File: src/rtl/ads_seq_ctrl.sv
// ads_seq_ctrl: ADS1115 transaction sequencer.
// Configures the ADC for continuous conversion, points at the conversion
// register, then reads a 16-bit sample every CONV_WAIT cycles. Talks to an I2C
// byte engine with one command outstanding at a time.
// Optional: define ADS_SEQ_RSP_TIMEOUT_EN to add a response watchdog
// (parameter RSP_TIMEOUT); expiry is handled like a NACK.
module ads_seq_ctrl #(
  parameter logic [6:0] I2C_ADDR  = 7'h48,
  parameter logic [2:0] PGA       = 3'b001,
  parameter logic [7:0] CFG_LO    = 8'h83,
  parameter int         CONV_WAIT = 400000,
  parameter int         BACKOFF   = 50000
`ifdef ADS_SEQ_RSP_TIMEOUT_EN
  , parameter int       RSP_TIMEOUT = 65535
`endif
) (
  input  logic        clk,
  input  logic        reset,
  input  logic        enable,
  input  logic [2:0]  cfg_mux,
  output logic        cmd_valid,
  input  logic        cmd_ready,
  output logic [2:0]  cmd_op,
  output logic [7:0]  cmd_data,
  input  logic        rsp_valid,
  input  logic        rsp_nack,
  input  logic [7:0]  rsp_data,
  output logic [15:0] sample,
  output logic        sample_valid,
  output logic        busy,
  output logic        err,
  output logic [7:0]  err_cnt
);
  localparam logic [2:0] OP_START  = 3'd0;
  localparam logic [2:0] OP_WRITE  = 3'd1;
  localparam logic [2:0] OP_RDACK  = 3'd2;
  localparam logic [2:0] OP_RDNACK = 3'd3;
  localparam logic [2:0] OP_STOP   = 3'd4;

  localparam int MAXC = (CONV_WAIT > BACKOFF) ? CONV_WAIT : BACKOFF;
  localparam int CW   = $clog2(MAXC + 1);
  localparam logic [CW-1:0] WAIT_LAST = CW'(CONV_WAIT - 1);
  localparam logic [CW-1:0] BOFF_LAST = CW'(BACKOFF - 1);

  typedef enum logic [2:0] {S_IDLE, S_CFG, S_PTR, S_WAIT, S_RD, S_ERR, S_BACKOFF} state_t;
  state_t state, state_n;

  logic [2:0]    step;   // command index within the current transaction
  logic          pend;   // a command was accepted and its response is owed
  logic [CW-1:0] cnt;    // WAIT / BACKOFF dwell counter
  logic [2:0]    mux_l;  // mux captured when CFG is entered
  logic [7:0]    msb, lsb;
  logic [2:0]    op;
  logic [7:0]    wdata;
  logic          rsp, fail, done, tmo;

`ifdef ADS_SEQ_RSP_TIMEOUT_EN
  localparam int TW = $clog2(RSP_TIMEOUT + 1);
  logic [TW-1:0] wdog;
  assign tmo = pend && !rsp_valid && (wdog == TW'(RSP_TIMEOUT - 1));

  // Watchdog: restarts on every accepted command, runs while a response is owed
  always_ff @(posedge clk or negedge reset) begin
    if (!reset)                     wdog <= '0;
    else if (cmd_valid && cmd_ready) wdog <= '0;
    else if (pend)                  wdog <= wdog + TW'(1);
  end
`else
  assign tmo = 1'b0;
`endif

  assign rsp       = pend && rsp_valid;
  assign fail      = (rsp && op == OP_WRITE && rsp_nack) || tmo;
  assign done      = rsp && op == OP_STOP;
  assign cmd_valid = (state == S_CFG || state == S_PTR || state == S_RD || state == S_ERR) && !pend;
  assign cmd_op    = op;
  assign cmd_data  = (op == OP_WRITE) ? wdata : 8'h00;
  assign busy      = (state != S_IDLE);

  // Command table: op/byte for the current transaction step
  always_comb begin
    op    = OP_START;
    wdata = 8'h00;
    case (state)
      S_CFG: begin
        case (step)
          3'd0:    op = OP_START;
          3'd1:    begin op = OP_WRITE; wdata = {I2C_ADDR, 1'b0}; end
          3'd2:    begin op = OP_WRITE; wdata = 8'h01; end
          3'd3:    begin op = OP_WRITE; wdata = {1'b1, mux_l, PGA, 1'b0}; end
          3'd4:    begin op = OP_WRITE; wdata = CFG_LO; end
          default: op = OP_STOP;
        endcase
      end
      S_PTR: begin
        case (step)
          3'd0:    op = OP_START;
          3'd1:    begin op = OP_WRITE; wdata = {I2C_ADDR, 1'b0}; end
          3'd2:    begin op = OP_WRITE; wdata = 8'h00; end
          default: op = OP_STOP;
        endcase
      end
      S_RD: begin
        case (step)
          3'd0:    op = OP_START;
          3'd1:    begin op = OP_WRITE; wdata = {I2C_ADDR, 1'b1}; end
          3'd2:    op = OP_RDACK;
          3'd3:    op = OP_RDNACK;
          default: op = OP_STOP;
        endcase
      end
      S_ERR:   op = OP_STOP;
      default: op = OP_START;
    endcase
  end

  // Next state: transactions run to their STOP; enable only gates new ones
  always_comb begin
    state_n = state;
    case (state)
      S_IDLE:    if (enable) state_n = S_CFG;
      S_CFG:     if (fail) state_n = S_ERR; else if (done) state_n = enable ? S_PTR : S_IDLE;
      S_PTR:     if (fail) state_n = S_ERR; else if (done) state_n = enable ? S_WAIT : S_IDLE;
      S_WAIT: begin
        if (!enable)                 state_n = S_IDLE;
        else if (cfg_mux != mux_l)   state_n = S_CFG;
        else if (cnt == WAIT_LAST)   state_n = S_RD;
      end
      S_RD:      if (fail) state_n = S_ERR; else if (done) state_n = enable ? S_WAIT : S_IDLE;
      // A STOP that times out in ERR skips straight to the backoff
      S_ERR:     if (fail || done) state_n = S_BACKOFF;
      S_BACKOFF: if (cnt == BOFF_LAST) state_n = enable ? S_CFG : S_IDLE;
      default:   state_n = S_IDLE;
    endcase
  end

  // State register
  always_ff @(posedge clk or negedge reset) begin
    if (!reset) state <= S_IDLE;
    else        state <= state_n;
  end

  // Step/handshake tracking, dwell counter, read capture and error bookkeeping
  always_ff @(posedge clk or negedge reset) begin
    if (!reset) begin
      step         <= '0;
      pend         <= 1'b0;
      cnt          <= '0;
      mux_l        <= '0;
      msb          <= '0;
      lsb          <= '0;
      sample       <= '0;
      sample_valid <= 1'b0;
      err          <= 1'b0;
      err_cnt      <= '0;
    end else begin
      sample_valid <= 1'b0;
      if (state_n != state) begin
        step <= '0;
        pend <= 1'b0;
        cnt  <= '0;
      end else begin
        if (cmd_valid && cmd_ready) pend <= 1'b1;
        else if (rsp) begin
          pend <= 1'b0;
          step <= step + 3'd1;
        end
        if (state == S_WAIT || state == S_BACKOFF) cnt <= cnt + CW'(1);
      end
      if (state_n == S_CFG && state != S_CFG) mux_l <= cfg_mux;
      if (rsp && state == S_RD && op == OP_RDACK)  msb <= rsp_data;
      if (rsp && state == S_RD && op == OP_RDNACK) lsb <= rsp_data;
      if (done && state == S_RD) begin
        sample       <= {msb, lsb};
        sample_valid <= 1'b1;
        err          <= 1'b0;
      end
      if (fail) begin
        err <= 1'b1;
        if (err_cnt != 8'hFF) err_cnt <= err_cnt + 8'd1;
      end
    end
  end
endmodule

File: config.mk
export PLATFORM = sky130hd
export DESIGN_NAME = ads_seq_ctrl
export DESIGN_NICKNAME = d
export VERILOG_FILES = /design/src/rtl/ads_seq_ctrl.sv
export SDC_FILE = /design/constraint.sdc
export NUM_CORES = 1
export LEC_CHECK = 0
export BUFFER_PORTS_ARGS = -buffer_cell sky130_fd_sc_hd__buf_2
export CAP_MARGIN = 10
export CORE_ASPECT_RATIO = 0.9
export CORE_MARGIN = 5
export CORE_UTILIZATION = 45
export CTS_CLUSTER_SIZE = 24
export DETAILED_ROUTE_END_ITERATION = 6
export GPL_TIMING_DRIVEN = 0
export MAX_ROUTING_LAYER = met4
export PLACE_DENSITY = 0.65
export SLEW_MARGIN = 20
export SYNTH_ARGS = -nofsm -noshare
export SYNTH_HDL_FRONTEND = slang
export SYNTH_SLANG_ARGS = --single-unit
export TNS_END_PERCENT = 30
File: constraint.sdc
create_clock -name clk -period 5.93 [get_ports clk]
set_input_delay 0.2965 -clock clk [delete_from_list [all_inputs] [get_ports clk]]
set_output_delay 0.2965 -clock clk [all_outputs]
set_load 0.01 [all_outputs]
### Yosys cells after proc, flatten, opt, wreduce, memory -nomap -nowiden

Index checks and enable logic that the tools add are counted.

| word-level totals | value |
|---|---|
| bits in registers | 71 |
| input bits | 17 |
| logic and storage cells | 99 |

| operators by class | value |
|---|---|
| add/sub/neg operators | 3 |
| multiplexer cells | 34 |
| reduce and logical (&&, ||, !) cells | 29 |
| equality and inequality tests | 22 |

Operators with widths:

| kind | count |
|---|---|
| $mux 3 | 13 |
| $mux 19 | 2 |
| $pmux 8 s4 | 1 |
| $mux 8 | 3 |
| $pmux 3 s4 | 2 |
| $pmux 8 s3 | 1 |
| $add 19x1->19 const B | 1 |
| $eq 19x16->1 const B | 1 |
| $eq 19x19->1 const B | 1 |
| $eq 3x2->1 const B | 6 |
| $pmux 3 s6 | 1 |
| $eq 3x3->1 const B | 5 |
| $eq 3x1->1 const B | 4 |
| $pmux 3 s2 | 2 |
| $logic_and 1x1->1 | 11 |
| $add 8x1->8 const B | 1 |
| $ne 8x8->1 const B | 1 |
| $mux 1 | 7 |
| $logic_not 3->1 | 2 |
| $ne 3x3->1 | 2 |
| $reduce_bool 2->1 | 3 |
| $reduce_bool 3->1 | 2 |
| $logic_or 1x1->1 | 5 |
| $mux 2 | 2 |
| other kinds (7) | 9 |

### Logic depth before layout (Yosys ltp)

| logic depth | value |
|---|---|
| depth after elaboration | 13 |
| gate-level depth with buffers | 12 |
| depth with buffers taken out | 10 |

### Worst setup path after synthesis

No wires, ideal clock.

| path | value |
|---|---|
| kind | register to register |
| start | register step[0] |
| end | register cnt[10] |
| arrival | 2.745 ns |
| cell stages (with the launch flop) | 12 |
| clock period less this slack | 2.867 ns |
| setup time | 0.122 ns |
| slack | 3.063 ns |
| path through | dfrtp_1 > ha_1 > ha_1 > o21ai_1 > inv_1 > a211o_1 > clkbuf_8 > mux2i_1 > a211oi_4 > mux2i_2 > buf_6 > nor3_2 |

| on the way | value |
|---|---|
| elaborated cells between the ends (all ways) | 26 |
| those cells by class | eq/ne (7); mux (11); reduce/logical (8) |

RTL lines:

| element | line | RTL |
|---|---|---|
| from (decl) | 48 | `logic [2:0] step;` |
| from (signal assigned) | 166 | `step <= step + 3'd1;` |
| $eq 3x2->1, or another cell as far along | 104 | `case (step)` |
| $pmux 3 s4 (*) | 104 |  |
| $pmux 3 s4 (*) | 84 | `case (state)` |
| named net cmd_op[1] | 23 | `output logic [2:0] cmd_op,` |
| $eq 3x1->1 | 73 | `assign fail = (rsp && op == OP_WRITE && rsp_nack) \|\| tmo;` |
| $logic_and 1x1->1 (2 in series) | 73 |  |
| $logic_or 1x1->1 | 131 | `S_ERR: if (fail \|\| done) state_n = S_BACKOFF;` |
| $mux 3 | 131 |  |
| $pmux 3 s6 (*) | 120 | `case (state)` |
| $ne 3x3->1 (*) | 158 | `if (state_n != state) begin` |
| $mux 19 / $reduce_bool 2->1 (equally long branches) | n/a |  |
| to (signal assigned) | 168 | `if (state == S_WAIT \|\| state == S_BACKOFF) cnt <= cnt + CW'(1);` |
| to (decl) | 50 | `logic [CW-1:0] cnt;` |

Mark *: on every way through the listed nets, which the timed path passes. The rest lies on a longest branch.
A chain may end at the register's enable or synchronous reset.

### Worst setup path in the final report

| path | value |
|---|---|
| start | register step[0] |
| end | register sample[9] |

| on the way | value |
|---|---|
| word-level cells in the longest chain between the ends | 7 |
| elaborated cells between the ends (all ways) | 14 |
| those cells by class | eq/ne (5); mux (4); reduce/logical (5) |

RTL lines:

| element | line | RTL |
|---|---|---|
| $eq 3x2->1, or another cell as far along | 86, 104 |  |
| $reduce_or 4->1 (no source line) / $reduce_or 2->1 (equally long branches) | n/a |  |
| $pmux 3 s2, on equally long branches | 86, 96 |  |
| $pmux 3 s4 (*) | 84 |  |
| $eq 3x3->1 (*) | 74 | `assign done = rsp && op == OP_STOP;` |
| $logic_and 1x1->1 (*) | 74 |  |
| $logic_and 1x1->1 (*) | 173 | `if (done && state == S_RD) begin` |
| to (signal assigned) | 174 | `sample <= {msb, lsb};` |
| to (decl) | 28 | `output logic [15:0] sample,` |

Mark *: on every way between the ends. The rest lies on a longest branch, timed or not.

==> reports/results.md <==
| Item | This run | Unit |
|---|---|---|
| Result of the run | finished, final reports clean | - |
| Maximum clock frequency | 0.290 | GHz |
| Final-stage net count | 443 | - |
| Clock latency on the worst-skew pair | 340 | ps |
| First-pass GRT wire length | 14600 | microns |
| Min Hold Slack | 196 | ps |
| Overall global routing resource usage | 17.6 | % |
| Headroom to the max-slew limit | 39.9 | % |
| Post-synth EDFFs | 0 | - |
| Area growth syn-to-layout | 17.6 | % |
| Number of max-cap violations | 0 | - |
| CP top delay family | buffers and inverters | - |
| Routed wirelength normalized by instance count | 15.6 | microns |
| I/O Buffers | 53 | - |
| Finish-stage setup viols | 0 | - |
| Number of distinct library cells after synthesis | 61 | - |
| Number of buffer and inverter instances along the worst setup path | 3 | - |
| Top-Level Pins | 56 | - |
| Number of CTS-inserted buffers | 9 | - |
| Pin count of the biggest net entering global routing | 52 | - |
| Sequential area share after synthesis | 45.2 | % |
| Aggregate routed wire length | 8470 | microns |
| Most common cell on crit path | ha_1 | - |
| Top area cells in the synthesized netlist | dfrtp_1 (45%), mux2_2 (10%), nor3_2 (5.6%) | - |
| Routing usage on met1 | 23.1 | % |
| Core Rows | 32 | - |
| Arrival time of the worst setup path | 3680 | ps |
| Most Crowded Layer GR | met2 | - |
| Detailed-route DRC error count | 0 | - |
| DIE HEIGHT | 98.7 | microns |
| Crit path largest cell delay | 680 | ps |
| Worst slew pin tran | 898 | ps |
| Share of the synthesized area in the top cell type | 45.2 | % |
| Clock tree from TritonCTS | built | - |
| Switch Pwr | 0.000735 | W |
| GP Congestion | 0.902 | - |
| Core box area | 0.00857 | sq mm |
| Power density relative to cell area | 395 | mW/mm^2 |
| Setup repair after global routing missed its margin | no | - |
| Final HPWL from detailed placement | 6150 | microns |
| Vias per cell | 5.32 | - |
| Critical register-to-register path startpoint | step[0] | - |
| Routing usage on met2 | 26.9 | % |
| Crit path kind | reg2reg | - |
| Ordered list of cells on the worst path | ha_1, ha_1, o21ai_1, inv_1, a211o_1, clkbuf_8, nor2_1, buf_2, mux2_2 | - |
| Number of setup buffers added after CTS | 0 | - |
| Sequential Power Share | 31.1 | % |
| Clock root buffer | clkbuf_8 | - |
| Die Outline Area | 0.0107 | sq mm |
| Die X-Extent | 109 | microns |
| Top flip-flop cell by instance count after synthesis | dfrtp_1 | - |
| Shortest period the worst path allows | 3450 | ps |
| Drt initial violations | 134 | - |
| Launching element of the worst setup path | step[0] | - |
| Clock network fraction of design power | 24.1 | % |
| Number of hold-slack violations in the final timing report | 0 | - |
| Deepest clock path buffer count | 2 | - |
| Cell type contributing the most total cell area after synthesis | dfrtp_1 | - |
| Leakage | 2.21 | nW |
| Total Neg Setup Slack | 0 | ps |
| Antenna violations before repair | 0 | - |
| Clock transition at the register clock pins on the worst setup and hold paths after CTS | 90 | ps |
| Layout cell share with drive strength beyond 1 | 37.7 | % |
| Tcrit/Tclk final | 58.1 | % |
| Gate power share | 44.7 | % |
| Type of the most critical hold path | in2reg | - |
| Final antenna-violating net count | 0 | - |
| Switching Fraction | 40.2 | % |
| CP max-delay cell | nor2_1 | - |
| # clock sinks | 71 | - |
| Sum of overflow across all layers after global routing | 0 | - |
| Initial Utilization | 45.9 | % |
| # diodes | 0 | - |
| Highest fanout seen on the critical path | 10 | - |
| CTS H-Tree Depth | 3 | - |
| Kind of launch point of the worst setup path | flop | - |
| Ys Warns | 0 | - |
| Data required time at the worst endpoint | 6160 | ps |
| Number of pins exceeding their max-slew limit in the final report | 0 | - |
| Filler Cells Inserted | 787 | - |
| Async set or reset register ratio after synthesis | 100 | % |
| Critical Path End Type | flop | - |
| Detailed-routing iteration count for the pre-antenna-repair pass | 4 | - |
| Global routing met3 resource utilization | 3.99 | % |
| Gate Count Post-Synth | 352 | - |
| Number of register bits inferred by synthesis | 71 | - |
| Worst IR drop on VDD | 0.185 | mV |
| Cell-internal power | 0.00109 | W |
| Startpoint of the lowest-slack hold path | rsp_data[1] | - |
| Post-synthesis average cell area | 11.2 | sq um |
| Clock tree skew after final layout | 13.2 | ps |
| Number of vias in the routed layout | 2888 | - |
| Area of the mapped netlist | 0.00393 | sq mm |
| Vias in the first global route | 3028 | - |
-- cell usage after synthesis (4+ instances only) --
| cell | number |
|---|---|
| inv_1 | 11 |
| nor2_1 | 18 |
| nand2_1 | 30 |
| mux2_2 | 36 |
| mux2i_1 | 4 |
| o21ai_0 | 9 |
| xnor2_1 | 15 |
| dfrtp_1 | 71 |
| ha_1 | 7 |
| nand3_1 | 10 |
| buf_6 | 5 |
| nand4b_1 | 4 |
| nor2b_1 | 6 |
| xor2_1 | 14 |
| clkbuf_8 | 4 |
| a21oi_1 | 10 |
| nand4_1 | 7 |
| nor3_2 | 22 |
| nor3_1 | 13 |
-- sequential cells by signal, summed over array words and instances (netlist names) --
| signal | cells |
|---|---|
| cnt | 19 |
| err | 1 |
| err_cnt | 8 |
| lsb | 8 |
| msb | 8 |
| mux_l | 3 |
| pend | 1 |
| sample | 16 |
| sample_valid | 1 |
| state | 3 |
| step | 3 |
-- kinds of logic after synthesis --
family          after synthesis  share of synthesized area (%)
flops                        71                           45.2
compound gates               42                           8.21
other cells                   1                         0.0953
fa+ha+maj                     7                           2.23
buf+inv                      26                           4.99
simple gates                135                           21.2
xor+xnor                     29                           6.46
mux                          41                           11.7
-- worst register-to-register path, delay by kind of cell, from the launching register on --
family	cells	cell delay, ps
DFF	1	420
buffers and inverters	3	720
adders and majority gates	2	520
AOI/OAI and AO/OA	2	620
and+or+nand+nor	1	680
muxes	1	380
-- metal layers --
layer  routed length (microns)  share of wire (%)
met2                      3990                 47
met1                      3990                 47
met5                         0                  0
met3                       367                4.3
met4                       120                1.4
-- placed cells by master, fill, tap and decap left out, drive strengths merged, types with 2 or more instances in the layout --
cell and count:
a211o 2, a211oi 3, a21oi 10, a311o 2, and2 3, and3 3, buf 63, bufinv 2
clkbuf 14, clkinv 2, conb 2, dfrtp 71, ha 7, inv 13, mux2 36, mux2i 5
nand2 30, nand3 10, nand4 7, nand4b 4, nor2 19, nor2b 6, nor3 35, nor3b 4
o211ai 4, o21ai 10, o21bai 2, or3 2, or4 3, xnor2 15, xor2 14
-- power groups by stage --
| stage | Combinational (W) | Clock [W] | Sequential, W |
|---|---|---|---|
| finish | 0.000818 | 0.000441 | 0.000569 |
| global route | 0.000894 | 0.000476 | 0.000577 |
| CTS | 0.000823 | 0.000453 | 0.000569 |
| detailed placement | 0.000818 | 0 | 0.000578 |
| global placement | 0.000801 | 0 | 0.000576 |
| floorplan | 0.000625 | 0 | 0.000569 |
-- per-stage QoR --
| stage | instances | utilization (%) | setup WS, ps | cell area, sq um | total power, W |
|---|---|---|---|---|---|
| after detailed placement | 526 | 51.2 | 2460 | 4390 | 0.00140 |
| after global placement | 525 | 50.8 | 2540 | 4350 | 0.00138 |
| after global routing | 543 | 54.0 | 2180 | 4630 | 0.00195 |
| after floorplan | 353 | - | 3060 | 3940 | 0.00119 |
| final | 543 | 54.0 | 2480 | 4630 | 0.00183 |
| after CTS | 543 | 54.0 | 2440 | 4630 | 0.00184 |
-- repair_timing --
action,in CTS,in global routing
endpoints found under the setup margin,0,0
hold endpoints to repair,20,0
hold buffers,1,0
gates resized for setup,0,0
-- cell type report --
class                   count  area [sq um]  area share, %
multi-input cells         256          1970           42.6
flip-flops and latches     71          1780           38.4
repair buffers             55           305           6.60
plain buffers              15           155           3.35
well taps                 119           149           3.22
clock buffers               9           124           2.68
clock inverters             7           105           2.27
inverters                  11          41.3          0.893
-- final timing paths --
check | end | slack [ps] | depth (start not counted)
worst max-delay path | sample[9] | 2480 | 9
worst min-delay path | msb[1] | 200 | 2
worst max register to register | sample[9] | 2480 | 9
worst min register to register | err_cnt[5] | 490 | 1
max in group asynchronous | state[1] | 4990 | 3
min in group asynchronous | sample[6] | 390 | 2
Note: power is estimated with default switching activity, not from simulation.
